$ cat config.mk
export PLATFORM = sky130hd
export DESIGN_NAME = pc_sequencer
export DESIGN_NICKNAME = d
export VERILOG_FILES = /design/src/rtl/pc_seq_pkg.sv /design/src/rtl/pc_seq_ras.sv /design/src/rtl/pc_sequencer.sv
export SDC_FILE = /design/constraint.sdc
export NUM_CORES = 1
export LEC_CHECK = 0
export CORE_AREA = 2 2 162 164
export DETAILED_ROUTE_END_ITERATION = 12
export DIE_AREA = 0 0 164 166
export PLACE_DENSITY_LB_ADDON = 0.12
export SLEW_MARGIN = 20
export SYNTH_ARGS = -nofsm -noshare
export SYNTH_HDL_FRONTEND = slang
export SYNTH_SLANG_ARGS = --single-unit
$ cat constraint.sdc
create_clock -name clk -period 7.2 [get_ports clk]
set_input_delay 1.44 -clock clk [delete_from_list [all_inputs] [get_ports clk]]
set_output_delay 1.44 -clock clk [all_outputs]
set_load 0.02 [all_outputs]
$ cat src/rtl/pc_seq_pkg.sv
// Shared encodings for the PC sequencer: next-PC command opcodes and the FSM state type.
package pc_seq_pkg;

    localparam int OP_W = 3;

    localparam logic [OP_W-1:0] OP_INC  = 3'd0;
    localparam logic [OP_W-1:0] OP_BR   = 3'd1;
    localparam logic [OP_W-1:0] OP_JMP  = 3'd2;
    localparam logic [OP_W-1:0] OP_CALL = 3'd3;
    localparam logic [OP_W-1:0] OP_RET  = 3'd4;
    localparam logic [OP_W-1:0] OP_HALT = 3'd5;

    typedef enum logic [1:0] {
        IDLE,
        FETCH,
        WAIT_CMD,
        HALTED
    } seq_state_e;

endpackage

$ cat src/rtl/pc_seq_ras.sv
// Circular return-address stack: a push when full silently overwrites the oldest entry.
module ras_stack #(
    parameter int DEPTH = 8,
    parameter int W     = 16
) (
    input  logic         clk_i,
    input  logic         rst_ni,
    input  logic         push_i,
    input  logic         pop_i,
    input  logic [W-1:0] data_i,
    output logic [W-1:0] top_o,
    output logic         full_o,
    output logic         empty_o
);

    localparam int PTR_W = $clog2(DEPTH);
    localparam int CNT_W = PTR_W + 1;

    logic [W-1:0]     mem_q [DEPTH];
    logic [PTR_W-1:0] ptr_q, ptr_d, top_ptr;
    logic [CNT_W-1:0] cnt_q, cnt_d;

    assign top_ptr = ptr_q - PTR_W'(1);
    assign top_o   = mem_q[top_ptr];
    assign full_o  = (cnt_q == CNT_W'(DEPTH));
    assign empty_o = (cnt_q == '0);

    // DEPTH is a power of two, so the write pointer wraps for free and the count saturates.
    always_comb begin
        ptr_d = ptr_q;
        cnt_d = cnt_q;
        if (push_i) begin
            ptr_d = ptr_q + PTR_W'(1);
            if (!full_o) cnt_d = cnt_q + CNT_W'(1);
        end else if (pop_i && !empty_o) begin
            ptr_d = top_ptr;
            cnt_d = cnt_q - CNT_W'(1);
        end
    end

    always_ff @(posedge clk_i or negedge rst_ni) begin
        if (!rst_ni) begin
            ptr_q <= '0;
            cnt_q <= '0;
        end else begin
            ptr_q <= ptr_d;
            cnt_q <= cnt_d;
        end
    end

    always_ff @(posedge clk_i) begin
        if (push_i) mem_q[ptr_q] <= data_i;
    end

endmodule

$ cat src/rtl/pc_sequencer.sv
// Program-counter sequencer: fetch handshake, next-PC commands and a return-address stack.
// Define PC_SEQ_RAS_TRAP_EN to halt with a sticky ras_err on RAS overflow/underflow.
module pc_sequencer
    import pc_seq_pkg::*;
#(
    parameter int              PC_W      = 16,
    parameter logic [PC_W-1:0] RESET_PC  = '0,
    parameter int              PC_INC    = 2,
    parameter int              RAS_DEPTH = 8
) (
    input  logic            clk,
    input  logic            reset,
    output logic            imem_req,
    output logic [PC_W-1:0] imem_addr,
    input  logic            imem_ack,
    output logic            instr_valid,
    input  logic            cmd_valid,
    input  logic [OP_W-1:0] cmd_op,
    input  logic            cmd_cond,
    input  logic [PC_W-1:0] cmd_target,
    output logic            cmd_ready,
    output logic [PC_W-1:0] pc,
    output logic            halted,
    output logic            ras_err
);

    localparam logic [PC_W-1:0] INC_V = PC_W'(PC_INC);

    seq_state_e      state_q, state_d;
    logic [PC_W-1:0] pc_q, pc_d, inc_pc, ras_top;
    logic            valid_q, valid_d;
    logic            push, pop, ras_full, ras_empty, accept, trap;

    assign inc_pc = pc_q + INC_V;
    assign accept = (state_q == WAIT_CMD) && cmd_valid;

`ifdef PC_SEQ_RAS_TRAP_EN
    logic ras_err_q;

    assign trap    = accept && (((cmd_op == OP_CALL) && ras_full) || ((cmd_op == OP_RET) && ras_empty));
    assign ras_err = ras_err_q;

    always_ff @(posedge clk or negedge reset) begin
        if (!reset) ras_err_q <= 1'b0;
        else        ras_err_q <= ras_err_q | trap;
    end
`else
    assign trap    = 1'b0;
    assign ras_err = 1'b0;
`endif

    // A trapped command leaves pc and the RAS untouched and parks the sequencer.
    always_comb begin
        state_d = state_q;
        pc_d    = pc_q;
        valid_d = 1'b0;
        push    = 1'b0;
        pop     = 1'b0;
        case (state_q)
            IDLE:  state_d = FETCH;
            FETCH: begin
                if (imem_ack) begin
                    state_d = WAIT_CMD;
                    valid_d = 1'b1;
                end
            end
            WAIT_CMD: begin
                if (accept) begin
                    state_d = FETCH;
                    if (trap) begin
                        state_d = HALTED;
                    end else begin
                        case (cmd_op)
                            OP_BR:   pc_d = cmd_cond ? (pc_q + cmd_target) : inc_pc;
                            OP_JMP:  pc_d = cmd_target;
                            OP_CALL: begin
                                push = 1'b1;
                                pc_d = cmd_target;
                            end
                            OP_RET: begin
                                pop  = 1'b1;
                                pc_d = ras_empty ? RESET_PC : ras_top;
                            end
                            OP_HALT: state_d = HALTED;
                            default: pc_d = inc_pc;
                        endcase
                    end
                end
            end
            HALTED:  state_d = HALTED;
            default: state_d = IDLE;
        endcase
    end

    always_ff @(posedge clk or negedge reset) begin
        if (!reset) begin
            state_q <= IDLE;
            pc_q    <= RESET_PC;
            valid_q <= 1'b0;
        end else begin
            state_q <= state_d;
            pc_q    <= pc_d;
            valid_q <= valid_d;
        end
    end

    ras_stack #(
        .DEPTH(RAS_DEPTH),
        .W    (PC_W)
    ) u_ras (
        .clk_i  (clk),
        .rst_ni (reset),
        .push_i (push),
        .pop_i  (pop),
        .data_i (inc_pc),
        .top_o  (ras_top),
        .full_o (ras_full),
        .empty_o(ras_empty)
    );

    assign imem_req    = (state_q == FETCH);
    assign imem_addr   = pc_q;
    assign instr_valid = valid_q;
    assign cmd_ready   = (state_q == WAIT_CMD);
    assign pc          = pc_q;
    assign halted      = (state_q == HALTED);

endmodule

==> results of run 1 <==
[per-stage QoR]
step / hold WS, ps / worst slack [ps] / power (mW) / std cells / instance area, sq um
after detailed placement: 489 / 3090 / 2.81 / 902 / 8450
final: 489 / 3560 / 3.65 / 934 / 9040
after global routing: 515 / 3250 / 3.88 / 934 / 9040
after CTS: 498 / 3450 / 3.70 / 934 / 9040
after floorplan: 462 / 3070 / 2.33 / 536 / 7570
after global placement: 488 / 2770 / 2.80 / 902 / 8440
[cells in the final DEF (no fill, tap or decap), types with 10 or more instances in the layout]
cell / n
a21oi_1: 42
buf_4: 11
clkbuf_16: 17
clkdlybuf4s50_1: 59
dfrtp_1: 25
edfxtp_1: 128
ha_1: 20
mux2i_1: 10
mux4_2: 32
nand2_1: 41
nor2_1: 26
xnor2_1: 18
xor2_1: 10
[cell type report]
cell class	instances	area, sq um
flip-flops and latches	154	4500
multi-input cells	332	2820
inverters	11	41.3
clock inverters	14	159
well taps	335	419
repair buffers	70	673
fillers	2425	16600
clock buffers	18	429
[critical path, cell delays in order]
cell and delay (ps):
clkdlybuf4s50_1 510, ha_1 190, inv_1 60, fa_1 400, nor2b_1 170, o2111ai_1 160
a21oi_1 180, a211o_1 200, a31oi_1 130, or4_1 420, o211ai_1 110
[kinds of logic (layout without fill, tap and decap cells)]
group / count (synthesis) / count (layout)
xor+xnor: 30 / 30
compound gates: 113 / 113
flops: 154 / 154
other cells: 1 / 1
fa+ha+maj: 22 / 22
buf+inv: 50 / 113
simple gates: 123 / 123
mux: 43 / 43
[state kept, by name, indices dropped and copies added, names as in the netlist]
| name | flops |
|---|---|
| u_ras.mem_q | 128 |
| imem_addr | 16 |
| u_ras.cnt_q | 4 |
| u_ras.ptr_q | 3 |
| state_q | 2 |
| instr_valid | 1 |
[how the worst min path moves through the flow]
stage | startpoint | end | slack, ps
2_1_floorplan | u_ras.cnt_q[3] | u_ras.cnt_q[3] | 460
3_3_place_gp | u_ras.cnt_q[3] | u_ras.cnt_q[3] | 490
3_5_place_dp | u_ras.cnt_q[3] | u_ras.cnt_q[3] | 490
4_1_cts | u_ras.cnt_q[3] | u_ras.cnt_q[3] | 500
5_1_grt | u_ras.cnt_q[3] | u_ras.cnt_q[3] | 510
6_report | u_ras.cnt_q[3] | u_ras.cnt_q[3] | 490
[report_power, final]
part	internal (mW)	switching [mW]
sequential	1.17	0.150
combinational	0.608	0.852
clock	0.493	0.382
total	2.27	1.38
[metal layers]
metal | up-vias | track usage [%] | share of wire, %
li1 | 2170 | - | -
met1 | 2393 | 19.7 | 48
met2 | 105 | 22.2 | 48
met3 | 12 | 2.35 | 3.3
met4 | 0 | 3.43 | 1.1
met5 | - | 0 | 0
==> impl_metrics.yaml, run 1 <==
status:
  status: "finished, final reports clean"
logic_synthesis:
  ys_seq_area_share_pct: 59.4
  mappedNetlistArea_sq_um: 7570
  yosysTopAreaCell: "edfxtp_1"
  synthArstFlopShare_pct: 16.9
  synth.most_common_cell: "edfxtp_1"
  muxShareOfSynthArea_pct: 11.0
  yosysWarningCount: 0
  ys_types: 67
  synth_xor_area_share_pct: 3.67
  syn_inst: 536
  synth_compound_area_share_pct: 9.80
  synth_commonest_cells: "edfxtp_1, a21oi_1, nand2_1"
  synth_top_family_by_area: "multiplexers"
  ys_top_cells_by_area: "edfxtp_1, mux4_2, dfrtp_1"
  synth-seq-cells: 154
  yosys.area_share.simple_pct: 8.50
  synth_top_area_share_pct: 50.8
  ys.flop_type: "edfxtp_1"
  synth_nets: 582
  synth-edff-count: 128
  synthAdderAreaFrac_pct: 3.83
  syn_avg_cell_area_sq_um: 14.1
floorplan:
  dieArea_sq_um: 27200
  die_w_um: 164
  rows: 59
  die_y_um: 166
  start_util_pct: 29.6
  core_area_sq_um: 25600
  ios: 61
pwr:
  power.leakage_nw: 3.07
  irDropWorstVdd_uv: 189
  power_density_nw_per_um2: 404
timing:
  slew_headroom_pct: 25.2
  setup_violations: 0
  period_share_pct: 50.6
  setup_tns_ps: 0
  max_freq_ghz: 0.275
  hold_viol: 0
  min_period_ps: 3640
  fin_skew_ps: 9.40
  worst_slew_pin_slew_ps: 1120
  rsz0062_at_grt: "false"
  slew_violations: 0
place:
  dp_hpwl_mm: 13.0
  gp_congestion: 0.801
  port_buffers: 59
global_routing:
  grt_pass1_wl_mm: 28.8
  grt_max_degree: 41
  gr-total-overflow: 0
  grt_pass1_vias: 4802
  grt_usage_pct: 13.9
  antenna_found_initial: 0
run:
  maxCapViolCount: 0
worst_setup_path:
  end_kind: "register"
  endpoint: "imem_addr[12]"
  worstSetupStartpoint: "cmd_target[0]"
  r2r_cells: 9
  critPathKind: "input pin to register"
  crit_required_ps: 7520
  r2r-end: "imem_addr[8]"
  reg2reg_from: "u_ras.ptr_q[0]"
  crit_fanout: 3
  r2r_setup_slack_ps: 3600
  worst_ep_arrival_time_ps: 3960
  start_kind: "input pin"
route:
  ant_nets: 0
  viasPerCell: 5.01
  drt_pass1_iterations: 5
  postRouteWirelength_mm: 18.4
  routedWlPerCell_um: 19.7
  drc_errors: 0
  vias: 4680
  drt-initial-drc-count: 370
finish:
  fin_util_pct: 35.3
  final_layout_size_suffix_gt1_share_pct: 15.9
  layout.nets: 632
  diodes: 0
  syn_to_final_growth_pct: 19.4
cts:
  max-clock-path-buffers: 2
  clock_latency_ps: 410
  htreeDepth: 4
  cts_resized: 0
  clk_pin_slew_ps: 70
  cts_buffers: 17
  cts_hold_buf: 0
  cts_sinks: 154
  post_cts_buffers: 0
  root_buffer: "clkbuf_16"
  cts_tree: "yes"
worst_hold_path:
  hold-path-cell-count: 1
  hold_path_class: "register to register"
(Power assumes the default switching activity.)
==> run 2: changes to the inputs <==
==> constraint.sdc (replaced) <==
create_clock -name clk -period 3.1 [get_ports clk]
set_input_delay 0.62 -clock clk [delete_from_list [all_inputs] [get_ports clk]]
set_output_delay 0.62 -clock clk [all_outputs]
set_load 0.02 [all_outputs]
==> impl_metrics.yaml, run 2 (synthesis results as in run 1) <==
global_routing:
  grt_use_met3_pct: 2.30
  grt_pass1_wl_mm: 29.9
  busiest_layer: "met2"
  antenna_found_initial: 0
  grt_pass1_vias: 4932
  grt_usage_pct: 14.9
  gr-total-overflow: 0
  met1_usage_pct: 20.4
  grt_util_met2_pct: 24.2
  grt_max_degree: 27
floorplan:
  core_area_sq_um: 25600
  start_util_pct: 29.6
  rows: 59
  dieArea_sq_um: 27200
  die_w_um: 164
  ios: 61
  die_y_um: 166
route:
  postRouteWirelength_mm: 19.6
  vias: 4882
  viasPerCell: 5.05
  ant_nets: 0
  drt_pass1_iterations: 4
  drc_errors: 0
  routedWlPerCell_um: 20.3
  drt-initial-drc-count: 437
finish:
  diodes: 0
  final_common_cell: "edfxtp_1"
  mostFrequentLayoutCells: "edfxtp_1, clkdlybuf4s50_1, a21oi_1, buf_4, nand2_1"
  layout.nets: 664
  seqCellArea_sq_um: 4500
  multi_input_area_sq_um: 2820
  nFillCells: 2428
  final_layout_size_suffix_gt1_share_pct: 20.3
  largest_register: "u_ras.mem_q"
  largest_reg_flops: 128
  syn_to_final_growth_pct: 22.7
  fin_util_pct: 36.3
timing:
  fin_skew_ps: 13.3
  worst_slew_pin_slew_ps: 819
  slew_headroom_pct: 45.2
  slew_violations: 0
  min_period_ps: 2650
  setup_violations: 0
  setup_ws_ps: 448
  max_freq_ghz: 0.377
  period_share_pct: 85.6
  setup_tns_ps: 0
  hold_viol: 0
  hold_ws_ps: 493
  rsz0062_at_grt: "false"
worst_hold_path:
  hold-path-cell-count: 1
  hold_path_class: "register to register"
run:
  maxCapViolCount: 0
worst_setup_path:
  critical-path-top-delay-family: "simple AND/OR/NAND/NOR gates"
  critPathSlowestCell: "xnor2_1"
  crit_required_ps: 3460
  worstPathCellList: "inv_1, buf_4, nor4b_4, nand3_1, xnor2_1, a21oi_1, o21bai_1, nand3_1"
  worst_ep_arrival_time_ps: 3010
  r2r_cells: 8
  start_kind: "register"
  critPathKind: "register to register"
  cp_common_cell: "nand3_1"
  cp.depth: 8
  crit_fanout: 10
  end_kind: "register"
  cpPeakStageDelay_ps: 620
  path_buf_inv: 2
cts:
  cts_resized: 0
  clock_latency_ps: 420
  post_cts_buffers: 0
  root_buffer: "clkbuf_16"
  clk_pin_slew_ps: 70
  cts_buffers: 17
  cts_tree: "yes"
  max-clock-path-buffers: 2
  htreeDepth: 4
  cts_sinks: 154
  cts_hold_buf: 0
pwr:
  power.share.clock_pct: 23.8
  power.leakage_nw: 3.24
  intPower_mw: 5.39
  switchingPower_mw: 3.26
  seqPwrFrac_pct: 35.4
  switching_share_pct: 37.7
  irDropWorstVdd_uv: 414
  power_density_nw_per_um2: 931
  total_power_mw: 8.65
  pwr-share-comb_pct: 40.8
place:
  post-place-ws_ps: 13.0
  gp_congestion: 0.800
  dp_hpwl_mm: 13.8
  port_buffers: 59
status:
  status: "finished, final reports clean"
## run 2: path summary, 6_finish.rpt
path / slack [ps] / endpoint / from
worst max-delay path: 450 / imem_addr[14] / imem_addr[1]
worst min-delay path: 490 / u_ras.cnt_q[3] / u_ras.cnt_q[3]
worst max register to register: 450 / imem_addr[14] / imem_addr[1]
worst min register to register: 490 / u_ras.cnt_q[3] / u_ras.cnt_q[3]
max in group asynchronous: 2190 / u_ras.ptr_q[0] / reset
min in group asynchronous: 580 / imem_addr[1] / reset
## run 2: worst register-to-register path, delay by kind of cell, from the launching register on
family,cells,cell delay (ps)
buf+inv,2,350
simple gates,3,740
xor+xnor,1,620
flops,1,550
compound gates,2,320
## run 2: layer usage
layer | share of wire (%) | vias up
met4 | 1.5 | 0
met3 | 3.6 | 17
met1 | 46 | 2528
met2 | 49 | 111
li1 | - | 2226
met5 | 0 | -
## run 2: per-stage QoR
stage | instances | cell area (sq um)
floorplan | 536 | 7580
global placement | 934 | 8710
detailed placement | 934 | 8710
CTS | 966 | 9290
global route | 966 | 9290
finish | 966 | 9290
## run 2: layout make-up
type | instances | area share (%)
clock buffer | 17 | 4.58
clock inverter | 15 | 1.71
tap | 335 | 4.51
inverter | 11 | 0.444
multi-input combinational | 332 | 30.4
sequential | 154 | 48.4
timing repair buffer | 102 | 9.97
## run 2: power groups by stage
stage                     Combinational (mW)  Clock [mW]  Sequential, mW
after floorplan                         2.32           0            3.10
after global placement                  3.55           0            3.09
after detailed placement                3.56           0            3.10
after CTS                               3.58        2.12            3.06
after global routing                    3.88        2.19            3.10
final                                   3.52        2.06            3.06
